File: config.mk
export PLATFORM = sky130hd
export DESIGN_NAME = output_stream_writer
export DESIGN_NICKNAME = d
export VERILOG_FILES = /design/src/rtl/output_stream_writer.sv
export SDC_FILE = /design/constraint.sdc
export NUM_CORES = 1
export LEC_CHECK = 0
export ABC_AREA = 1
export CAP_MARGIN = 20
export CORE_UTILIZATION = 56
export DETAILED_ROUTE_END_ITERATION = 6
export PLACE_DENSITY = 0.8
export SYNTH_ARGS = -nofsm -noshare
export SYNTH_HDL_FRONTEND = slang
export SYNTH_SLANG_ARGS = --single-unit
File: constraint.sdc
create_clock -name clk -period 3.68 [get_ports clk]
set_input_delay 0.736 -clock clk [delete_from_list [all_inputs] [get_ports clk]]
set_output_delay 0.736 -clock clk [all_outputs]
set_load 0.02 [all_outputs]
File: src/rtl/output_stream_writer.sv
// rtl/output_stream_writer.sv - result stream to linear-address memory writer with FIFO
//
// Captures an unhandshaked result stream, buffers {addr, data} entries in a
// small FIFO, and writes them to a result memory. It also counts accepted
// results, signals layer completion, and flags dropped results.
//
// Ports:
//   clk, arst_n_in         clock, asynchronous active-low reset
//   start                  one-cycle pulse; arms collection for one layer
//   running                upstream busy indicator
//   out, output_valid      result word and its valid strobe (no ready)
//   output_x/y/ch          result coordinates
//   mem_write_en/addr, mem_din, mem_ready   memory write handshake
//   done                   layer fully written; held until next start
//   overflow, addr_error   sticky drop flags
//   out_count              results accepted this layer
module output_stream_writer #(
   parameter int IO_DATA_WIDTH      = 16,
   parameter int FEATURE_MAP_WIDTH  = 1024,
   parameter int FEATURE_MAP_HEIGHT = 1024,
   parameter int OUTPUT_NB_CHANNELS = 64,
   parameter int FIFO_DEPTH         = 4,
   parameter int ADDR_WIDTH         = $clog2(FEATURE_MAP_WIDTH*FEATURE_MAP_HEIGHT*OUTPUT_NB_CHANNELS)
) (
   input  logic                                  clk,
   input  logic                                  arst_n_in,
   input  logic                                  start,
   input  logic                                  running,
   input  logic signed [IO_DATA_WIDTH-1:0]       out,
   input  logic                                  output_valid,
   input  logic [$clog2(FEATURE_MAP_WIDTH)-1:0]  output_x,
   input  logic [$clog2(FEATURE_MAP_HEIGHT)-1:0] output_y,
   input  logic [$clog2(OUTPUT_NB_CHANNELS)-1:0] output_ch,
   output logic                                  mem_write_en,
   output logic [ADDR_WIDTH-1:0]                 mem_write_addr,
   output logic [IO_DATA_WIDTH-1:0]              mem_din,
   input  logic                                  mem_ready,
   output logic                                  done,
   output logic                                  overflow,
   output logic                                  addr_error,
   output logic [ADDR_WIDTH:0]                   out_count
);

   localparam int PTR_W = $clog2(FIFO_DEPTH);
   localparam int TOTAL = FEATURE_MAP_WIDTH * FEATURE_MAP_HEIGHT * OUTPUT_NB_CHANNELS;

   typedef enum logic [1:0] {IDLE, COLLECT, DRAIN, DONE} state_t;

   state_t state, state_next;
   logic   clear;
   logic   seen_running;

   logic [ADDR_WIDTH-1:0]    fifo_addr [FIFO_DEPTH];
   logic [IO_DATA_WIDTH-1:0] fifo_data [FIFO_DEPTH];
   logic [PTR_W-1:0]         rd_ptr, wr_ptr;
   logic [PTR_W:0]           count;

   logic [ADDR_WIDTH-1:0] addr;
   logic in_range, collecting, at_total, full, pop, push, drop_full, drop_range;

   assign addr = (ADDR_WIDTH'(output_y) * ADDR_WIDTH'(FEATURE_MAP_WIDTH) + ADDR_WIDTH'(output_x))
                 * ADDR_WIDTH'(OUTPUT_NB_CHANNELS) + ADDR_WIDTH'(output_ch);

   // Coordinate fields may be wider than the legal range (non power-of-two sizes).
   assign in_range = (int'(output_x) < FEATURE_MAP_WIDTH) &&
                     (int'(output_y) < FEATURE_MAP_HEIGHT) &&
                     (int'(output_ch) < OUTPUT_NB_CHANNELS);

   assign collecting = (state == COLLECT);
   assign at_total   = (out_count == (ADDR_WIDTH+1)'(TOTAL));
   assign full       = (count == (PTR_W+1)'(FIFO_DEPTH));

   assign mem_write_en   = (count != '0) && (state == COLLECT || state == DRAIN);
   assign mem_write_addr = fifo_addr[rd_ptr];
   assign mem_din        = fifo_data[rd_ptr];
   assign pop            = mem_write_en && mem_ready;

   // A full FIFO still accepts when the head leaves in the same cycle. The
   // at_total guard covers the one cycle between the last push and leaving COLLECT.
   assign push       = collecting && output_valid && in_range && !at_total && (!full || pop);
   assign drop_range = collecting && output_valid && !in_range;
   assign drop_full  = output_valid && ((collecting && in_range && !push) || state == DRAIN);

   assign done = (state == DONE);

   always_comb begin
      state_next = state;
      clear      = 1'b0;
      case (state)
         IDLE, DONE: begin
            if (start) begin
               state_next = COLLECT;
               clear      = 1'b1;
            end
         end
         COLLECT: begin
            if (at_total || (!running && seen_running)) state_next = DRAIN;
         end
         DRAIN: begin
            if (count == '0) state_next = DONE;
         end
         default: state_next = IDLE;
      endcase
   end

   always_ff @(posedge clk or negedge arst_n_in) begin
      if (!arst_n_in) begin
         state        <= IDLE;
         seen_running <= 1'b0;
         out_count    <= '0;
         overflow     <= 1'b0;
         addr_error   <= 1'b0;
         rd_ptr       <= '0;
         wr_ptr       <= '0;
         count        <= '0;
         for (int i = 0; i < FIFO_DEPTH; i++) begin
            fifo_addr[i] <= '0;
            fifo_data[i] <= '0;
         end
      end else begin
         state <= state_next;
         if (clear) begin
            seen_running <= 1'b0;
            out_count    <= '0;
            overflow     <= 1'b0;
            addr_error   <= 1'b0;
         end else begin
            if (collecting && running) seen_running <= 1'b1;
            if (push) out_count <= out_count + 1'b1;
            if (drop_full) overflow <= 1'b1;
            if (drop_range) addr_error <= 1'b1;
         end
         if (push) begin
            fifo_addr[wr_ptr] <= addr;
            fifo_data[wr_ptr] <= out;
            wr_ptr            <= wr_ptr + PTR_W'(1);
         end
         if (pop) rd_ptr <= rd_ptr + PTR_W'(1);
         count <= count + (PTR_W+1)'(push) - (PTR_W+1)'(pop);
      end
   end

endmodule

==> run metrics <==
DRC viols=0; post-layout util=70.2%; Worst slew margin=48.7%; Static Leak=6.20 nW; Seq/Total Area, Yosys=50.7%; PwrDens=908 mW/mm²; WL final=27.1 mm; peak supply drop=839 µV; CP startpoint kind=flop; Worst Skew=9.34 ps; TritonCTS buffer count=23; Core Region=0.0175 mm²; element type at the critical path end=output port; I/O Pins=121; Syn. warnings=0; crit path kind=reg2out; Die Ht=137 µm; worst-case clock buffer depth=3; area leader, netlist=dfrtp_1; Synth-to-Final Area Change=21.0%; Post-CTS Setup Inserts=0; Worst path max stage delay=680 ps; post-synthesis cell count=1361; FF-to-FF path depth=12; fmax=296 MHz; slowest CP cell=clkdlybuf4s50_1; Distinct cells, synth=28; GP Congestion=0.909; top cell type's share of synthesized area=50.7%; Wirelength per Cell=16.0 µm; WP buf/inv=3; gr ovfl total=0; total track usage=30.4%; FFs w/ async S/R, synth=100%; count leader, synth=nand2_1; delay-heaviest family, CP=buffers and inverters; Via-to-Cell Ratio=5.49; Root Buffer=clkbuf_16; Fillers=1391; Worst-path clk slew=60 ps; cells along the critical path=inv_2, buf_12, o21ai_0, o22ai_1, clkdlybuf4s50_1; PortBufs=119; Clk Latency, worst-skew pair=510 ps; vias in the first global route=9061; status=completed; vias=9314; Hold-fix buffers, CTS=0; TritonCTS Sinks=206; largest net degree at the start of global routing=92; antenna-violating nets left=0; initial drt markers=716; measured slew at the worst slew-check pin=768 ps; Synth Flop Type=dfrtp_1; maximum capacitance violations=0; Final nets=1517; Die W=137 µm; DIE AREA=0.0187 mm²; TritonCTS clock tree=done; #FFs+latches synth=206; critical path depth=5; DP HPWL=16.9 mm; row count=48; first-pass GRT wire length=44.8 mm; FF+latch area=0.00516 mm²; CP required=2940 ps; dominant cells by area after synthesis=dfrtp_1 51%, nand2_1 24%, nor2_1 5.6%; Final setup viols=0; share of post-route cells with drive strength above 1=5.09%; Arr. time, crit path=2640 ps; PostCTS Resize Cnt=0; starting density of the core=58.0%; Max Slew Vio Count=0; crit-path max FO=42; TritonRoute pass-1 iters=5; Hold/Removal Path Class=in2async; initial antenna violation count=0; crit path time final=3380 ps; Final TNS setup=0 ps; Post-synth top cells=652 x nand2_1, 206 x dfrtp_1, 153 x nor2_1; final period utilization=91.7%; Mapped Nets=1421; syn_area_per_cell=7.47 µm²; synthesized cell area=0.0102 mm²; number of hold violations in the final report=0; unrepaired setup endpoints after global routing=no; diode count=0; H-tree levels=1; multi-input logic area=0.00446 mm²; Post-synth EDFFs=0
[metrics by stage]
stage,setup WS [ps],instances,area [µm²],total power [mW],hold slack [ps]
3_5_place_dp,632,1657,11500,8.77,460
3_3_place_gp,763,1657,11500,8.63,456
6_report,305,1698,12300,11.2,294
2_1_floorplan,1080,1361,10200,6.85,440
5_1_grt,186,1698,12300,11.9,348
4_1_cts,323,1698,12300,11.2,323
[logic make-up after synthesis]
family,count (synthesis),synth area share [%]
fa+ha+maj,12,1.55
xor+xnor,19,1.64
flops,206,50.7
compound gates,132,7.01
other cells,1,0.0369
buf+inv,118,5.39
simple gates,873,33.7
[registers in the layout, indices dropped and copies added (netlist names)]
register	cells
rd_ptr	2
seen_running	1
fifo_data	64
fifo_addr	104
wr_ptr	2
overflow	1
out_count	27
count	3
state	2
[cell type report]
type / count / area share [%]
Clock buffer: 31 / 5.33
Clock inverter: 10 / 1.07
Inverter: 48 / 1.46
Multi-Input combinational cell: 1037 / 36.3
Sequential cell: 206 / 41.9
Tap cell: 225 / 2.29
Timing Repair Buffer: 141 / 11.7
[layout by cell type, fill, tap and decap left out, drive strengths merged]
master         Yosys  routed
nand3             53      53
o22ai             42      42
dfrtp            206     206
xnor2              5       5
ha                11      11
o21ai             86      86
clkbuf            29      32
bufinv             0       3
conb               1       1
and3               1       1
nand4              6       6
nand2            653     653
clkdlybuf4s50      0     118
clkinv             1       6
buf               41      22
inv               47      48
or2                1       1
nor2             159     159
clkinvlp           0       1
fa                 1       1
a21oi              4       4
xor2              14      14
[path summary, 6_finish.rpt]
path	start	end	slack (ps)
min	arst_n_in	fifo_data[56]	290
max in group asynchronous	arst_n_in	out_count[2]	2500
min reg2reg	fifo_addr[70]	fifo_addr[70]	470
max reg2reg	out_count[0]	out_count[23]	870
max	rd_ptr[0]	mem_write_addr[24]	300
min in group clk	fifo_addr[70]	fifo_addr[70]	470
[worst reg2reg max path, stage by stage, from the launching register on]
cell and delay, ps:
dfrtp_1 470, inv_1 140, ha_1 170, nand2_1 60
nor2_1 130, nand2_1 80, nor2_1 110, nand2_2 140
nand3_4 190, buf_4 350, nand2_1 540, nand2_1 250
nand2_1 70
[report_power, final]
part	switching (mW)	internal [mW]
logic	2.98	1.99
registers	0.573	3.25
clock network	0.925	1.46
[routing by layer]
metal | vias up | GRT usage (%) | routed length (µm)
met5 | - | 0 | 0
li1 | 4445 | - | -
met1 | 4442 | 41.2 | 11500
met2 | 379 | 50.0 | 12900
met3 | 48 | 5.41 | 2080
met4 | 0 | 9.14 | 658
(Power assumes the default switching activity.)
